==> src/rtl/instr_loader_encoder.sv <==
// Program loader: packs field-level instruction commands into 32-bit words and writes them
// to consecutive instruction-memory addresses, flagging illegal encodings and overflow.
module instr_loader_encoder #(
   parameter int unsigned ADDR_W = 8
) (
   input  logic              clk,
   input  logic              rst_n,
   input  logic              start,
   input  logic              cmd_valid,
   output logic              cmd_ready,
   input  logic [1:0]        cmd_class,
   input  logic [5:0]        cmd_funct,
   input  logic [3:0]        cmd_cond,
   input  logic [3:0]        cmd_rn,
   input  logic [3:0]        cmd_rd,
   input  logic [23:0]       cmd_imm,
   input  logic              cmd_idxsel,
   input  logic              cmd_last,
   output logic              mem_we,
   output logic [ADDR_W-1:0] mem_addr,
   output logic [31:0]       mem_wdata,
   output logic              busy,
   output logic              done,
   output logic              err_illegal,
   output logic              err_overflow,
   output logic [ADDR_W:0]   count
);

   typedef enum logic [1:0] {StIdle, StLoad, StWrite, StDone} state_e;

   // Count value meaning every memory word has been written.
   localparam logic [ADDR_W:0] FullCnt = {1'b1, {ADDR_W{1'b0}}};

   state_e          state_q, state_d;
   logic [ADDR_W:0] cnt_q, cnt_d, cnt_inc;
   logic [31:0]     wdata_q, wdata_d, enc_word;
   logic            last_q, last_d;
   logic            ill_q, ill_d;
   logic            ovf_q, ovf_d;
   logic            enc_legal;
   logic            hs;

   assign hs      = cmd_valid & cmd_ready;
   assign cnt_inc = cnt_q + 1'b1;

   // Encoder is the inverse of the control-unit field decode.
   always_comb begin
      enc_word  = '0;
      enc_legal = 1'b1;
      if (cmd_class == 2'b10) begin
         enc_word = {cmd_cond, 2'b10, 1'b1, cmd_funct[4], cmd_imm};
      end else begin
         enc_word = {cmd_cond, cmd_class, cmd_funct, cmd_rn, cmd_rd, cmd_imm[11:0]};
         if (cmd_class == 2'b11) enc_word[11] = cmd_idxsel;
      end
      case (cmd_class)
         2'b00: begin
            case (cmd_funct[4:1])
               4'b0100, 4'b0010, 4'b0000, 4'b1100, 4'b1101: enc_legal = 1'b1;
               4'b1010: enc_legal = cmd_funct[0];  // CMP must set flags
               default: enc_legal = 1'b0;
            endcase
         end
         2'b11:   enc_legal = (cmd_funct[4:1] >= 4'd1) && (cmd_funct[4:1] <= 4'd4);
         default: enc_legal = 1'b1;
      endcase
   end

   always_ff @(posedge clk or negedge rst_n) begin
      if (!rst_n) begin
         state_q <= StIdle;
         cnt_q   <= '0;
         wdata_q <= '0;
         last_q  <= 1'b0;
         ill_q   <= 1'b0;
         ovf_q   <= 1'b0;
      end else begin
         state_q <= state_d;
         cnt_q   <= cnt_d;
         wdata_q <= wdata_d;
         last_q  <= last_d;
         ill_q   <= ill_d;
         ovf_q   <= ovf_d;
      end
   end

   always_comb begin
      state_d = state_q;
      cnt_d   = cnt_q;
      wdata_d = wdata_q;
      last_d  = last_q;
      ill_d   = ill_q;
      ovf_d   = ovf_q;
      case (state_q)
         StIdle: begin
            if (start) begin
               state_d = StLoad;
               cnt_d   = '0;
               ill_d   = 1'b0;
               ovf_d   = 1'b0;
            end
         end
         StLoad: begin
            if (hs) begin
               wdata_d = enc_word;
               last_d  = cmd_last;
               if (enc_legal) begin
                  state_d = StWrite;
               end else begin
                  ill_d = 1'b1;
                  if (cmd_last) state_d = StDone;
               end
            end
         end
         StWrite: begin
            cnt_d = cnt_inc;
            if (last_q) begin
               state_d = StDone;
            end else if (cnt_inc == FullCnt) begin
               state_d = StDone;
               ovf_d   = 1'b1;
            end else begin
               state_d = StLoad;
            end
         end
         StDone:  state_d = StIdle;
         default: state_d = StIdle;
      endcase
   end

   always_comb begin
      cmd_ready    = (state_q == StLoad);
      mem_we       = (state_q == StWrite);
      busy         = (state_q != StIdle);
      done         = (state_q == StDone);
      mem_addr     = cnt_q[ADDR_W-1:0];
      mem_wdata    = wdata_q;
      count        = cnt_q;
      err_illegal  = ill_q;
      err_overflow = ovf_q;
   end

endmodule

==> config.mk <==
export PLATFORM = sky130hd
export DESIGN_NAME = instr_loader_encoder
export DESIGN_NICKNAME = d
export VERILOG_FILES = /design/src/rtl/instr_loader_encoder.sv
export SDC_FILE = /design/constraint.sdc
export NUM_CORES = 1
export LEC_CHECK = 0
export BUFFER_PORTS_ARGS = -buffer_cell sky130_fd_sc_hd__buf_2
export CAP_MARGIN = 20
export CORE_MARGIN = 1
export CORE_UTILIZATION = 52
export CTS_BUF_LIST = sky130_fd_sc_hd__clkbuf_8
export DETAILED_ROUTE_END_ITERATION = 6
export GPL_ROUTABILITY_DRIVEN = 1
export PLACE_DENSITY = 0.87
export SLEW_MARGIN = 30
export SYNTH_ARGS = -nofsm -noshare
export SYNTH_HDL_FRONTEND = slang
export SYNTH_SLANG_ARGS = --single-unit
==> constraint.sdc <==
create_clock -name clk -period 4.7 [get_ports clk]
set_clock_uncertainty 0.15 [all_clocks]
set_input_delay 0.705 -clock clk [delete_from_list [all_inputs] [get_ports clk]]
set_output_delay 0.705 -clock clk [all_outputs]
set_load 0.01 [all_outputs]
# --- Yosys cells after proc, flatten, opt, wreduce, memory -nomap -nowiden ---
# Index checks and enable logic that the tools add are counted.
totals:
  out_inout_bits: 55
  inputBits: 50
  register_bits: 46
  wordCells: 60
op_classes:
  n_mux: 20
  n_bitwise: 1
  n_reduce_logical: 13
  n_eq_ne: 17
  order_cmp: 2
  addsub: 1
ops:
  columns: ["operator", "count"]
  rows:
  - ["28-bit 2-to-1 mux", 1]
  - ["9-bit case mux with 2 select lines", 1]
  - ["4-bit equality test, second input constant", 3]
  - ["2-bit 2-to-1 mux", 6]
  - ["9-bit by 1-bit adder with 9-bit output, second input constant", 1]
  - ["9-bit equality test, second input constant", 1]
  - ["9-bit 2-to-1 mux", 1]
  - ["2-bit equality test, second input constant", 4]
  - ["1-bit case mux with 2 select lines", 4]
  - ["2-bit case mux with 4 select lines", 1]
  - ["4-bit AND reduction", 2]
  - ["1-bit 2-to-1 mux", 6]
  - ["2-bit inequality test, second input constant", 3]
  - ["2-bit nonzero test", 3]
  - ["5-bit OR reduction", 1]
  - ["4-bit by 2-bit equality test with 1-bit output, second input constant", 1]
  - ["4-bit by 3-bit equality test with 1-bit output, second input constant", 1]
  - ["4-bit by 1-bit >= comparator with 1-bit output, second input constant", 1]
  - ["4-bit by 3-bit less-or-equal comparator with 1-bit output, second input constant", 1]
  - ["2-bit logical NOT", 2]
  - ["4-bit logical NOT", 1]
  - ["2-bit by 1-bit inequality test with 1-bit output, second input constant", 2]
  - ["2-bit AND reduction", 2]
  - ["3-bit by 1-bit inequality test with 1-bit output, second input constant", 1]
  - ["other kinds (4)", 4]

# --- Logic depth before layout (Yosys ltp) ---
depth:
  depth_word: 7
  ltp_mapped: 6
  ltp_nobuf: 6

# --- Worst setup path after synthesis ---
# OpenSTA, ideal clock, no wires.
synth_path:
  path_kind: "in2reg"
  from: "in cmd_class[0]"
  to: "reg state_q[1]"
  path_slack_ps: 2575
  cell_stages: 6
  setup_ps: 126
  required_ps: 4424
  n_path_buf: 0
  arrival_time_ps: 1849
  path_cell_list: "inv_1 ha_1 or3_1 a211oi_1 a41oi_1 o311a_1"
synth_between:
  elab_chain_cells: 5
  word_cells_on_any_way: 8
  cone_classes: "eq/ne: 2; mux: 4; reduce/logical: 2"
synth_rtl:
  columns: ["element", "line_no", "text"]
  rows:
  - ["start: declaration", "11", "input logic [1:0] cmd_class,"]
  - ["2-bit equality test or 2-bit logical NOT (tied branches)", "56", "case (cmd_class)"]
  - ["1-bit case mux with 2 select lines (*)", "56", null]
  - ["2-bit 2-to-1 mux", "107", "if (enc_legal) begin"]
  - ["2-bit 2-to-1 mux", "104", "if (hs) begin"]
  - ["2-bit case mux with 4 select lines", "94", "case (state_q)"]
  - ["end signal: assignment", "71", "state_q <= StIdle;"]
  - ["end signal: assignment", "78", "state_q <= state_d;"]
  - ["end: declaration", "34", "state_e state_q, state_d;"]
# Every way passes the cells marked *; elsewhere a longest branch is shown, timed or not. The select of a mux whose other input is x is not followed.
# A chain may end at the register's enable or synchronous reset.

# --- Final worst setup path ---
layout_path:
  from: "reg state_q[1]"
  to: "reg wdata_q[9], in the netlist mem_wdata[9]"
layout_between:
  elab_chain_cells: 3
layout_rtl:
  columns: ["element", "line_no", "text"]
  rows:
  - ["2-bit by 1-bit equality test with 1-bit output (*)", "94, 132", null]
  - ["1-bit bitwise AND", "43", "assign hs = cmd_valid & cmd_ready;"]
  - ["2-bit AND reduction (no line) (*)", null, null]
  - ["end signal: assignment", "80", "wdata_q <= wdata_d;"]
  - ["end: declaration", "36", "logic [31:0] wdata_q, wdata_d, enc_word;"]
# Every way passes the cells marked *; elsewhere a longest branch is shown, timed or not.

==> Implementation_results.wiki <==
{| class="wikitable"
! Metric !! Value
|-
| Critical Path Sink Type || register
|-
| Iteration count of the initial detailed-routing pass || 4
|-
| CP arrival || 2340 ps
|-
| DP HPWL || 3690 um
|-
| Setup bufs post-CTS || 0
|-
| Max-capacitance violation count || 0
|-
| Sequential area share after synthesis || 50.1%
|-
| Average routed wire per standard cell || 13.5 um
|-
| Overall via count from detail_route || 1935
|-
| Initial drt markers || 199
|-
| WP buf/inv || 2
|-
| Total power divided by cell area || 524 mW/mm^2
|-
| Simple logic cell fraction of the synthesized area || 13.8%
|-
| Post-synth top area share || 50.1%
|-
| Weighted congestion reported at the end of routability-driven placement || 0.828
|-
| Highest achievable clock rate || 432 MHz
|-
| Synthesized-area fraction occupied by xor and xnor cells || 0%
|-
| Total standard cell area after synthesis || 0.00230 sq mm
|-
| Post-detailed-placement cell area || 0.00278 sq mm
|-
| Unrepaired setup endpoints after global routing || false
|-
| CTS-repair resized insts || 0
|-
| Element type at the critical path start || register
|-
| Number of fill cells in the layout || 329
|-
| Pin count of the biggest net entering global routing || 47
|-
| Avg Vias per Cell || 5.35
|-
| Clock transition at the register clock pins on the worst setup and hold paths after CTS || 80 ps
|-
| Required time of the critical path || 4720 ps
|-
| CTS H-tree lvls || 2
|-
| Ports placed on the boundary || 105
|-
| Number of remaining DRC errors || 0
|-
| Type of the worst setup path || reg -> reg
|-
| Clock Tree Root || sky130_fd_sc_hd__clkbuf_8
|-
| Overall overflow remaining after global route || 0
|-
| Yosys synthesis warning count || 0
|-
| Cell count after synthesis || 218
|-
| Number of buffers on the longest clock path || 2
|-
| Delay of the slowest cell on the worst path || 550 ps
|-
| N_diodes || 0
|-
| Max VDD drop || 352 uV
|-
| Leakage power figure || 1.48 nW
|-
| Number of buffers added to fix hold violations after cts || 0
|-
| Tot GR Track Use || 22.1%
|-
| Num Clock Sinks || 46
|-
| Post-Route WL || 4870 um
|-
| Count of endpoints failing hold in the final timing report || 0
|-
| Adder-cell share of the synthesized area || 2.18%
|-
| Standard cell with the maximum stage delay on the critical path || sky130_fd_sc_hd__dfrtp_1
|-
| Final worst path period share || 49.3%
|-
| Initial antenna violation count || 0
|-
| Post-synth top area cell || sky130_fd_sc_hd__dfrtp_1
|-
| Core ar. || 0.00412 sq mm
|-
| Die width || 68.5 um
|-
| Growth of design area from synthesis to finish || 25.4%
|-
| Crit-path leading delay family || simple AND/OR/NAND/NOR gates
|-
| Outcome || complete, no violations
|-
| Most common cell after layout, fill and taps aside || sky130_fd_sc_hd__buf_2
|-
| Quantity of I/O buffers inserted on ports || 104
|-
| Final setup viols || 0
|-
| Share of synthesized area spent on multiplexers || 15.3%
|-
| Max transition margin || 42.7%
|-
| Syn nets || 272
|-
| Via count of the first global-routing pass || 1761
|-
| Area enclosed by the die boundary || 0.00469 sq mm
|-
| Critical path fanouts, max || 37
|-
| Commonest cells after routing, fill and taps aside || sky130_fd_sc_hd__buf_2, sky130_fd_sc_hd__dfrtp_1, sky130_fd_sc_hd__nand2_1
|-
| Clock period minus worst slack || 2320 ps
|-
| Ranking of synthesized cells by area || sky130_fd_sc_hd__dfrtp_1, sky130_fd_sc_hd__mux2_2, sky130_fd_sc_hd__mux2i_1
|-
| Number of nets in the final layout || 365
|-
| Number of buffers added by the clock tree synthesis step || 5
|-
| Main combinational cell family by area after synthesis || multiplexers
|-
| ANT nets after route || 0
|-
| TritonCTS clock tree || done
|-
| Number of register bits inferred by synthesis || 46
|-
| Synth Area in Compound Gates || 12.2%
|-
| Die height || 68.5 um
|-
| Slew at the pin with the worst max-slew slack || 860 ps
|-
| Global-route wire length before repair || 7820 um
|-
| Fraction of synthesis flops using an asynchronous set or reset pin || 100%
|-
| Cell area after layout || 0.00288 sq mm
|-
| Class of the most critical hold timing path || in -> async
|-
| Clk Latency, worst-skew pair || 280 ps
|-
| Post-synth EDFFs || 0
|-
| Cells along the critical path || nand2b_1 > inv_1 > nand2_1 > buf_4 > mux2_2
|-
| Count of pins over their slew limit || 0
|-
| Mean area per synthesized cell || 10.5 sq um
|-
| Setup TNS Final || 0 ps
|-
| Standard-cell row count || 23
|-
| Starting density of the core || 55.8%
|-
| Power, Total || 0.00151 W
|-
| Leading register cell type out of synthesis || sky130_fd_sc_hd__dfrtp_1
|-
| Share of layout cells above drive strength 1 || 43.9%
|-
| Count of cell types in the netlist || 39
|}
[synthesized netlist by cell type (2+ instances only)]
cell / instances
sky130_fd_sc_hd__nand2b_1: 4
sky130_fd_sc_hd__a31oi_1: 2
sky130_fd_sc_hd__mux2_2: 17
sky130_fd_sc_hd__clkbuf_1: 6
sky130_fd_sc_hd__ha_1: 4
sky130_fd_sc_hd__dfrtp_1: 46
sky130_fd_sc_hd__nor2b_1: 2
sky130_fd_sc_hd__a21oi_1: 5
sky130_fd_sc_hd__or3_1: 2
sky130_fd_sc_hd__buf_2: 4
sky130_fd_sc_hd__nor4_1: 2
sky130_fd_sc_hd__nand4_1: 4
sky130_fd_sc_hd__nand2_1: 29
sky130_fd_sc_hd__inv_1: 9
sky130_fd_sc_hd__mux2i_1: 16
sky130_fd_sc_hd__and2_1: 2
sky130_fd_sc_hd__buf_4: 8
sky130_fd_sc_hd__o21bai_1: 2
sky130_fd_sc_hd__nor2_1: 8
sky130_fd_sc_hd__o31ai_1: 3
sky130_fd_sc_hd__a22o_1: 3
sky130_fd_sc_hd__o21ai_0: 23
[report_power, final]
group | internal (W) | switching [W] | total, W
clock | 0.000135 | 0.000126 | 0.000260
sequential | 0.000554 | 0.000109 | 0.000664
combinational | 0.000278 | 0.000307 | 0.000585
total | 0.000967 | 0.000542 | 0.00151
[worst reg2reg max path, delay by kind of cell, from the launching register on]
family | cells | cell delay, ps
simple gates | 2 | 610
flops | 1 | 550
buf+inv | 2 | 510
mux | 1 | 390
[metal layers]
metal	track usage, %	wire length (um)	vias up	part of all wire (%)
met4	7.03	55	0	1.1
met2	36.9	2550	63	52
met5	0	0	-	0
met3	4.83	232	4	4.8
li1	-	-	942	-
met1	28.2	2040	926	42
[final timing paths]
path	from	to	slack, ps	cells past startpoint
hold reg to reg	mem_wdata[13]	mem_wdata[13]	340	2
setup / recovery	state_q[1]	mem_wdata[9]	2380	5
max in group asynchronous	rst_n	count[5]	3760	1
hold / removal	rst_n	mem_wdata[1]	250	1
min in group clk	mem_wdata[13]	mem_wdata[13]	340	2
setup reg to reg	state_q[1]	mem_wdata[9]	2380	5
[sequential cells by signal, summed over array words and instances, names as in the netlist]
signal and count:
count 9, err_illegal 1, err_overflow 1, last_q 1, mem_wdata 32, state_q 2
[layout make-up]
type,instances,area (sq um),share of cell area (%)
clock buffers,7,96.3,3.34
clock inverters,1,8.76,0.304
inverters,9,33.8,1.17
multi-input cells,144,998,34.7
flip-flops and latches,46,1150,39.9
well taps,50,62.6,2.17
repair buffers,105,531,18.4
[stage by stage]
stage	std cells	utilization (%)	hold slack, ps	setup slack [ps]
floorplan	218	-	259	2580
global placement	354	67.4	308	2420
detailed placement	354	67.5	321	2340
CTS	362	70.0	279	2410
global route	362	70.0	288	2220
finish	362	70.0	250	2380
[logic make-up after synthesis]
| kind of cell | after synthesis |
|---|---|
| buffers and inverters | 28 |
| AO/OA/AOI/OAI | 45 |
| AND/OR/NAND/NOR | 62 |
| adder cells (fa/ha/maj) | 4 |
| flip-flops | 46 |
| multiplexers | 33 |
(Power assumes the default switching activity.)
